**config.mk**
```make
export PLATFORM = sky130hd
export DESIGN_NAME = lnx_result_buffer
export DESIGN_NICKNAME = d
export VERILOG_FILES = /design/src/rtl/lnx_result_buffer.sv
export SDC_FILE = /design/constraint.sdc
export NUM_CORES = 1
export LEC_CHECK = 0
export ABC_AREA = 1
export BUFFER_PORTS_ARGS = -buffer_cell sky130_fd_sc_hd__buf_2
export CAP_MARGIN = 30
export CORE_MARGIN = 2
export CORE_UTILIZATION = 56
export CTS_BUF_LIST = sky130_fd_sc_hd__clkbuf_8 sky130_fd_sc_hd__clkbuf_16
export CTS_CLUSTER_SIZE = 25
export DETAILED_ROUTE_END_ITERATION = 10
export PLACE_DENSITY = 0.88
export SLEW_MARGIN = 20
export SYNTH_ARGS = -nofsm -noshare
export SYNTH_HDL_FRONTEND = slang
export SYNTH_SLANG_ARGS = --single-unit
export TNS_END_PERCENT = 30
```
**constraint.sdc**
```tcl
create_clock -name CLK -period 2.16 [get_ports CLK]
set_input_delay 0.432 -clock CLK [delete_from_list [all_inputs] [get_ports CLK]]
set_output_delay 0.432 -clock CLK [all_outputs]
set_load 0.05 [all_outputs]
```
**src/rtl/lnx_result_buffer.sv**
```systemverilog
// lnx_result_buffer: first-word-fall-through result queue between the ln(x)
// controller and the host, accepting exactly one result per VALID assertion.
module lnx_result_buffer #(
  parameter int WIDTH  = 16,
  parameter int ADDR_W = 2
) (
  input  logic              CLK,
  input  logic              RESET,
  input  logic              VALID,
  input  logic [WIDTH-1:0]  DIN,
  output logic              READY,
  output logic [WIDTH-1:0]  DOUT,
  output logic              DOUT_VALID,
  input  logic              DOUT_ACK,
  output logic [ADDR_W:0]   COUNT,
  output logic              DROP
);

  localparam int DEPTH = 2 ** ADDR_W;
  localparam logic [ADDR_W:0] FULL_COUNT = (ADDR_W + 1)'(DEPTH);

  logic [WIDTH-1:0]  mem [DEPTH];
  logic [ADDR_W-1:0] wp;
  logic [ADDR_W-1:0] rp;
  logic              armed;
  logic              valid_q;
  logic              push;
  logic              pop;

  // READY comes from the registered count only, so a pop never frees a slot
  // for a push in the same cycle.
  assign READY      = (COUNT != FULL_COUNT);
  assign DOUT_VALID = (COUNT != '0);
  assign DOUT       = DOUT_VALID ? mem[rp] : '0;
  assign push       = VALID && READY && armed;
  assign pop        = DOUT_ACK && DOUT_VALID;

  always_ff @(posedge CLK) begin
    if (push) mem[wp] <= DIN;
  end

  always_ff @(posedge CLK) begin
    if (RESET) begin
      wp      <= '0;
      rp      <= '0;
      COUNT   <= '0;
      armed   <= 1'b1;
      valid_q <= 1'b0;
      DROP    <= 1'b0;
    end else begin
      if (push) wp <= wp + 1'b1;
      if (pop)  rp <= rp + 1'b1;
      case ({push, pop})
        2'b10:   COUNT <= COUNT + 1'b1;
        2'b01:   COUNT <= COUNT - 1'b1;
        default: COUNT <= COUNT;
      endcase
      // Falling VALID while still armed means the result was withdrawn unseen.
      if (valid_q && !VALID && armed) DROP <= 1'b1;
      if (!VALID)
        armed <= 1'b1;
      else if (push)
        armed <= 1'b0;
      valid_q <= VALID;
    end
  end

endmodule

```
==> flow_summary_export.csv, run 1 <==
group,metric,value,unit
detailed_routing,firstDrtPassIters,4,
timing,rsz0062_at_grt,"false",
cells_and_area,area_growth,14.41,%
cts,cts.sinks,76,
yosys,syn_avg_cell_area,11.61,um^2
floorplanning,initial_utilization,0.5729,
yosys,syn_area,3136,um^2
cells_and_area,nets,344,
timing,slew_viol_final,0,
floorplanning,coreArea,5473,um^2
detailed_routing,drt_iter0_drc,155,
worst_setup_path,reg2reg_depth,12,
cts,clockBufferDepth,2,
worst_setup_path,setup.worst_path.end_class,"primary output",
cells_and_area,layout.cells.non_filler,395,
cts,cts-hold-fix-buffers,0,
worst_setup_path,start_kind,"register",
power_and_ir_drop,worst_ir_drop_vdd,816.8,uV
timing,min_period,2.045,ns
place,placedCellCount,379,
yosys,synth_flop_cell,"edfxtp_1",
worst_hold_path,hp-start,"DIN[6]",
timing,worstMarginPinSlew,0.3431,ns
global_routing,grt_pass1_vias,1974,
yosys,ys_types,22,
power_and_ir_drop,power,4.965,mW
cts,cts_root_buf,"clkbuf_8",
worst_hold_path,hold_class,"primary input to register",
power_and_ir_drop,p_leak,1.387,nW
worst_setup_path,reg2reg_to,"COUNT[2]",
timing,timing.final.ws_setup,0.1148,ns
global_routing,antenna_found_initial,0,
detailed_routing,drt-total-wl,5828,um
worst_hold_path,min_delay_worst_endpoint,"mem[2][6]",
floorplanning,die_w,78.83,um
floorplanning,die_area,6213,um^2
cts,cts_tree,"done",
cts,path_clk_slew,0.07,ns
worst_setup_path,arrival,1.61,ns
timing,fmax,0.4889,GHz
yosys,yosysWarnings,0,
cts,htreeDepth,3,
worst_setup_path,timing.rr.start,"COUNT[0]",
timing,finalHoldViolations,0,
timing,skew,0.005834,ns
worst_setup_path,cp.required,1.73,ns
place,port_buffers,41,
timing,setup_viol,0,
detailed_routing,wl_per_cell,14.75,um
timing,layout_worst_path_cycle_share,0.9469,
yosys,ys_ff_latch,76,
global_routing,grt_remaining_overflow,0,
outcome,status,"finished, final reports clean",
yosys,synth_seq_area_share,0.6895,
worst_setup_path,critPathKind,"register to primary output",
floorplanning,die_y,78.83,um
floorplanning,io_pins,42,
floorplanning,fp-row-count,27,
detailed_routing,drtAntennaViolNets,0,
place,place_congestion,0.8652,
cells_and_area,diodes,0,
detailed_routing,vias,2038,
detailed_routing,vias_per_cell,5.159,
yosys,synth_edf_count,64,
worst_setup_path,worst-path-max-fanout,33,
power_and_ir_drop,power.density,1384,nW/um^2
timing,maxSlewHeadroom,0.7709,
place,place_ws,0.3026,ns
yosys,ys_async_sr_fraction,0,
cts,cts_buffers,9,
cts,insertion_delay,0.34,ns
cells_and_area,drive_above_1_share,0.2291,
yosys,postSynthCellCount,270,
run,cap_viol_max_count,0,
global_routing,grt_max_degree,34,
yosys,synthesis.nets,296,
worst_hold_path,whs_path_depth,1,
global_routing,groute.usage.overall,0.2026,
global_routing,grt_pass1_wl,9301,um
place,hpwl,3598,um
detailed_routing,drc,0,
worst_setup_path,regToRegSetupSlack,0.28,ns
-- layout by cell type, fill, tap and decap left out, drive strengths merged --
cell	Yosys	routed
clkinv	0	3
ha	5	5
fa	1	1
o21ai	34	34
buf	10	47
edfxtp	64	64
nand3	6	6
nor2	75	75
bufinv	0	1
dfxtp	12	12
a21oi	22	22
nand2	18	18
clkbuf	1	10
clkinvlp	0	2
inv	22	23
-- worst max-delay path by stage --
stage,from,endpoint,cells past startpoint
floorplan,COUNT[2],DOUT[10],5
global placement,VALID,COUNT[2],13
detailed placement,VALID,COUNT[2],13
CTS,register,DOUT[5],6
global route,register,DOUT[2],6
finish,register,DOUT[5],6
-- final cells by class --
cell class,instances,area [um^2]
Sequential cell,76,2162
Multi-Input combinational cell,161,777.0
Timing Repair Buffer,48,275.3
Clock inverter,7,66.31
Fill cell,408,1886
Inverter,22,92.59
Tap cell,72,90.09
Clock buffer,9,123.9
-- cells in the mapped netlist (2+ instances only) --
cell      number  area share
buf_2          2      0.0032
buf_12         2       0.013
a21oi_1       21       0.034
o21ai_1       24       0.038
buf_4          2      0.0048
buf_6          4       0.014
o21ai_0       10       0.016
inv_2          3      0.0036
nor2_1        74       0.089
inv_4          2      0.0040
ha_1           5       0.020
inv_1         17       0.020
nand2_1       15       0.018
edfxtp_1      64        0.61
nand3_1        6      0.0096
dfxtp_1       12       0.077
nand2_4        2      0.0072
-- logic make-up (layout without fill, tap and decap cells) --
| group | count (synthesis) | count (layout) | synth area share |
|---|---|---|---|
| compound gates | 56 | 56 | 0.09059 |
| fa+ha+maj | 6 | 6 | 0.02634 |
| buf+inv | 33 | 86 | 0.06464 |
| flops | 76 | 76 | 0.6895 |
| simple gates | 99 | 99 | 0.1289 |
-- per-layer routing --
layer  part of all wire  track usage  routed length (um)
met5                  0            0                   0
met4              0.025       0.1172                 145
met3              0.044      0.03750                 256
met2               0.53       0.3385                3063
met1               0.41       0.2484                2363
-- report_power, final --
part           switching, mW  internal, mW  leakage, nW  total, mW
combinational           1.63         0.500        0.612       2.13
clock                  0.495         0.527       0.0907       1.02
sequential            0.0711          1.74        0.684       1.81
total                   2.20          2.77         1.39       4.97
-- stage by stage --
step | hold slack [ns] | cell area, um^2 | TNS (ns) | utilization
floorplan | 0.4360 | 3138 | -9.067 | -
global placement | 0.4331 | 3383 | 0 | 0.6182
detailed placement | 0.4395 | 3383 | 0 | 0.6182
CTS | 0.2907 | 3576 | 0 | 0.6534
global route | 0.2927 | 3587 | 0 | 0.6555
finish | 0.3011 | 3587 | 0 | 0.6555
-- repair_timing --
action / 4_1_cts / 5_1_grt
setup endpoints to repair: 2 / 5
resized for setup: 1 / 5
gates cloned: 0 / 0
setup buffers: 0 / 0
hold endpoints to repair: 0 / 0
-- sequential cells by signal, summed over array words and instances (netlist names), named ones only --
signal,flops
DROP,1
rp,2
armed,1
mem,64
valid_q,1
COUNT,3
wp,2
-- critical path, stage by stage (launching register included) --
cell,delay (ns)
dfxtp_1,0.36
buf_12,0.21
nor2_1,0.08
nor2_1,0.12
o21ai_1,0.10
a21oi_2,0.17
buf_4,0.22
No activity file was read; power rests on OpenSTA's default activity.
==> inputs of run 2 (changes only) <==
--- a/config.mk
+++ b/config.mk
@@ -14,6 +14,7 @@
 export CTS_CLUSTER_SIZE = 25
 export DETAILED_ROUTE_END_ITERATION = 10
 export PLACE_DENSITY = 0.88
+export RECOVER_POWER = 100
 export SLEW_MARGIN = 20
 export SYNTH_ARGS = -nofsm -noshare
 export SYNTH_HDL_FRONTEND = slang
==> flow_summary_export.csv, run 2 (same netlist as run 1, synthesis figures left out) <==
group,metric,value,unit
place,place_area,3383,um^2
worst_setup_path,start_kind,"register",
place,place_ws,0.3026,ns
detailed_routing,vias,2045,
global_routing,grt_max_degree,34,
detailed_routing,wl_per_cell,14.95,um
timing,skew,0.004079,ns
timing,min_period,2.056,ns
cells_and_area,area_growth,13.01,%
timing,layout_worst_path_cycle_share,0.9520,
power_and_ir_drop,internal_power,2.744,mW
floorplanning,coreArea,5473,um^2
power_and_ir_drop,combPwrFrac,0.426,
detailed_routing,drt-total-wl,5907,um
timing,maxSlewHeadroom,0.6049,
timing,setup_viol,0,
detailed_routing,drc,0,
worst_setup_path,critPathKind,"register to primary output",
cts,clockBufferDepth,2,
cts,htreeDepth,3,
global_routing,groute.usage.overall,0.2026,
cells_and_area,largest_reg_flops,64,
global_routing,antenna_found_initial,0,
global_routing,grt_pass1_vias,1974,
outcome,status,"finished, final reports clean",
timing,slew_viol_final,0,
cts,cts_tree,"done",
detailed_routing,drt_iter0_drc,147,
worst_setup_path,setup.worst_path.end_class,"primary output",
place,hpwl,3598,um
cts,cts_buffers,9,
timing,finalHoldViolations,0,
detailed_routing,drtAntennaViolNets,0,
floorplanning,die_area,6213,um^2
power_and_ir_drop,worst_ir_drop_vdd,810.0,uV
cts,path_clk_slew,0.07,ns
cells_and_area,stdcell_area,3543,um^2
timing,worstMarginPinSlew,0.5953,ns
detailed_routing,vias_per_cell,5.177,
worst_setup_path,worst-path-max-fanout,33,
floorplanning,die_w,78.83,um
power_and_ir_drop,power_switching,2.199,mW
worst_setup_path,cp.required,1.73,ns
power_and_ir_drop,power,4.943,mW
power_and_ir_drop,clockPowerShare,0.207,
power_and_ir_drop,pwr-share-seq,0.367,
cells_and_area,top_regs,"mem (64), COUNT (3)",
worst_hold_path,hold_class,"primary input to register",
cells_and_area,mostFrequentLayoutCells,"nor2_1 (74), edfxtp_1 (64), o21ai_1 (24), clkbuf_1 (23), a21oi_1 (20)",
power_and_ir_drop,p_sw_frac,0.4449,
floorplanning,die_y,78.83,um
cts,cts-hold-fix-buffers,0,
power_and_ir_drop,p_leak,1.317,nW
floorplanning,initial_utilization,0.5729,
cells_and_area,largest_register,"mem",
place,port_buffers,41,
cells_and_area,drive_above_1_share,0.1486,
cells_and_area,diodes,0,
global_routing,grt_pass1_wl,9301,um
cells_and_area,fillers,426,
worst_setup_path,arrival,1.62,ns
cts,cts.sinks,76,
timing,timing.final.ws_setup,0.1037,ns
timing,fmax,0.4863,GHz
power_and_ir_drop,power.density,1395,nW/um^2
cts,insertion_delay,0.34,ns
timing,rsz0062_at_grt,"false",
cells_and_area,layout_commonest_cell,"nor2_1",
place,place_congestion,0.8652,
floorplanning,io_pins,42,
detailed_routing,firstDrtPassIters,4,
cts,cts_root_buf,"clkbuf_8",
global_routing,grt_remaining_overflow,0,
run,cap_viol_max_count,0,
cells_and_area,nets,344,
floorplanning,fp-row-count,27,
==> run 2: cell count changes in the layout (fill, tap and decap cells not counted), moves of 4 or more <==
cell,change
clkbuf_2,+10
clkbuf_1,+23
buf_2,-29
buf_4,-4
==> run 2: per-layer routing <==
metal  wire length, um  GRT usage
met5                 0          0
met4               144     0.1172
met3               283    0.03750
met2              3086     0.3385
met1              2393     0.2484
==> run 2: critical path, cell delays in order, from the launching register on <==
cell and delay [ns]:
dfxtp_1 0.36, buf_12 0.21, nor2_1 0.07, nor2_1 0.09, o21ai_1 0.07, a21oi_1 0.19
buf_2 0.29
==> run 2: path summary, 6_finish.rpt <==
check / to / depth (start not counted) / slack (ns) / from
max: DOUT[10] / 6 / 0.10 / register
min: mem[2][6] / 1 / 0.34 / DIN[6]
max reg2reg: COUNT[2] / 12 / 0.20 / COUNT[0]
min reg2reg: DROP / 2 / 0.46 / DROP
==> run 2: power by group through the flow <==
stage | Sequential (mW) | Clock [mW] | Combinational, mW
floorplan | 1.92 | 0 | 1.63
global placement | 1.84 | 0 | 2.04
detailed placement | 1.85 | 0 | 2.09
CTS | 1.81 | 1.04 | 2.11
global route | 1.83 | 1.09 | 2.25
finish | 1.82 | 1.02 | 2.10
==> run 2: cell type report <==
cell class                      count  area (um^2)  area share
Clock inverter                      7        66.31     0.01871
Clock buffer                        9        123.9     0.03496
Multi-Input combinational cell    161        772.0      0.2179
Inverter                           22        92.59     0.02613
Timing Repair Buffer               48        236.5     0.06674
Tap cell                           72        90.09     0.02542
Sequential cell                    76         2162      0.6102
==> run 2: what timing repair did <==
action / in CTS / in global routing
resized for setup: 1 / 5
pin swaps: 0 / 0
setup endpoints to repair: 2 / 5
setup buffers: 0 / 0
==> run 2: metrics by stage <==
step	hold WS [ns]	std cells	util	setup TNS, ns
2_1_floorplan	0.4360	270	-	-9.067
3_3_place_gp	0.4331	379	0.6182	0
3_5_place_dp	0.4395	379	0.6182	0
4_1_cts	0.2907	395	0.6534	0
5_1_grt	0.3385	395	0.6475	0
6_report	0.3373	395	0.6475	0
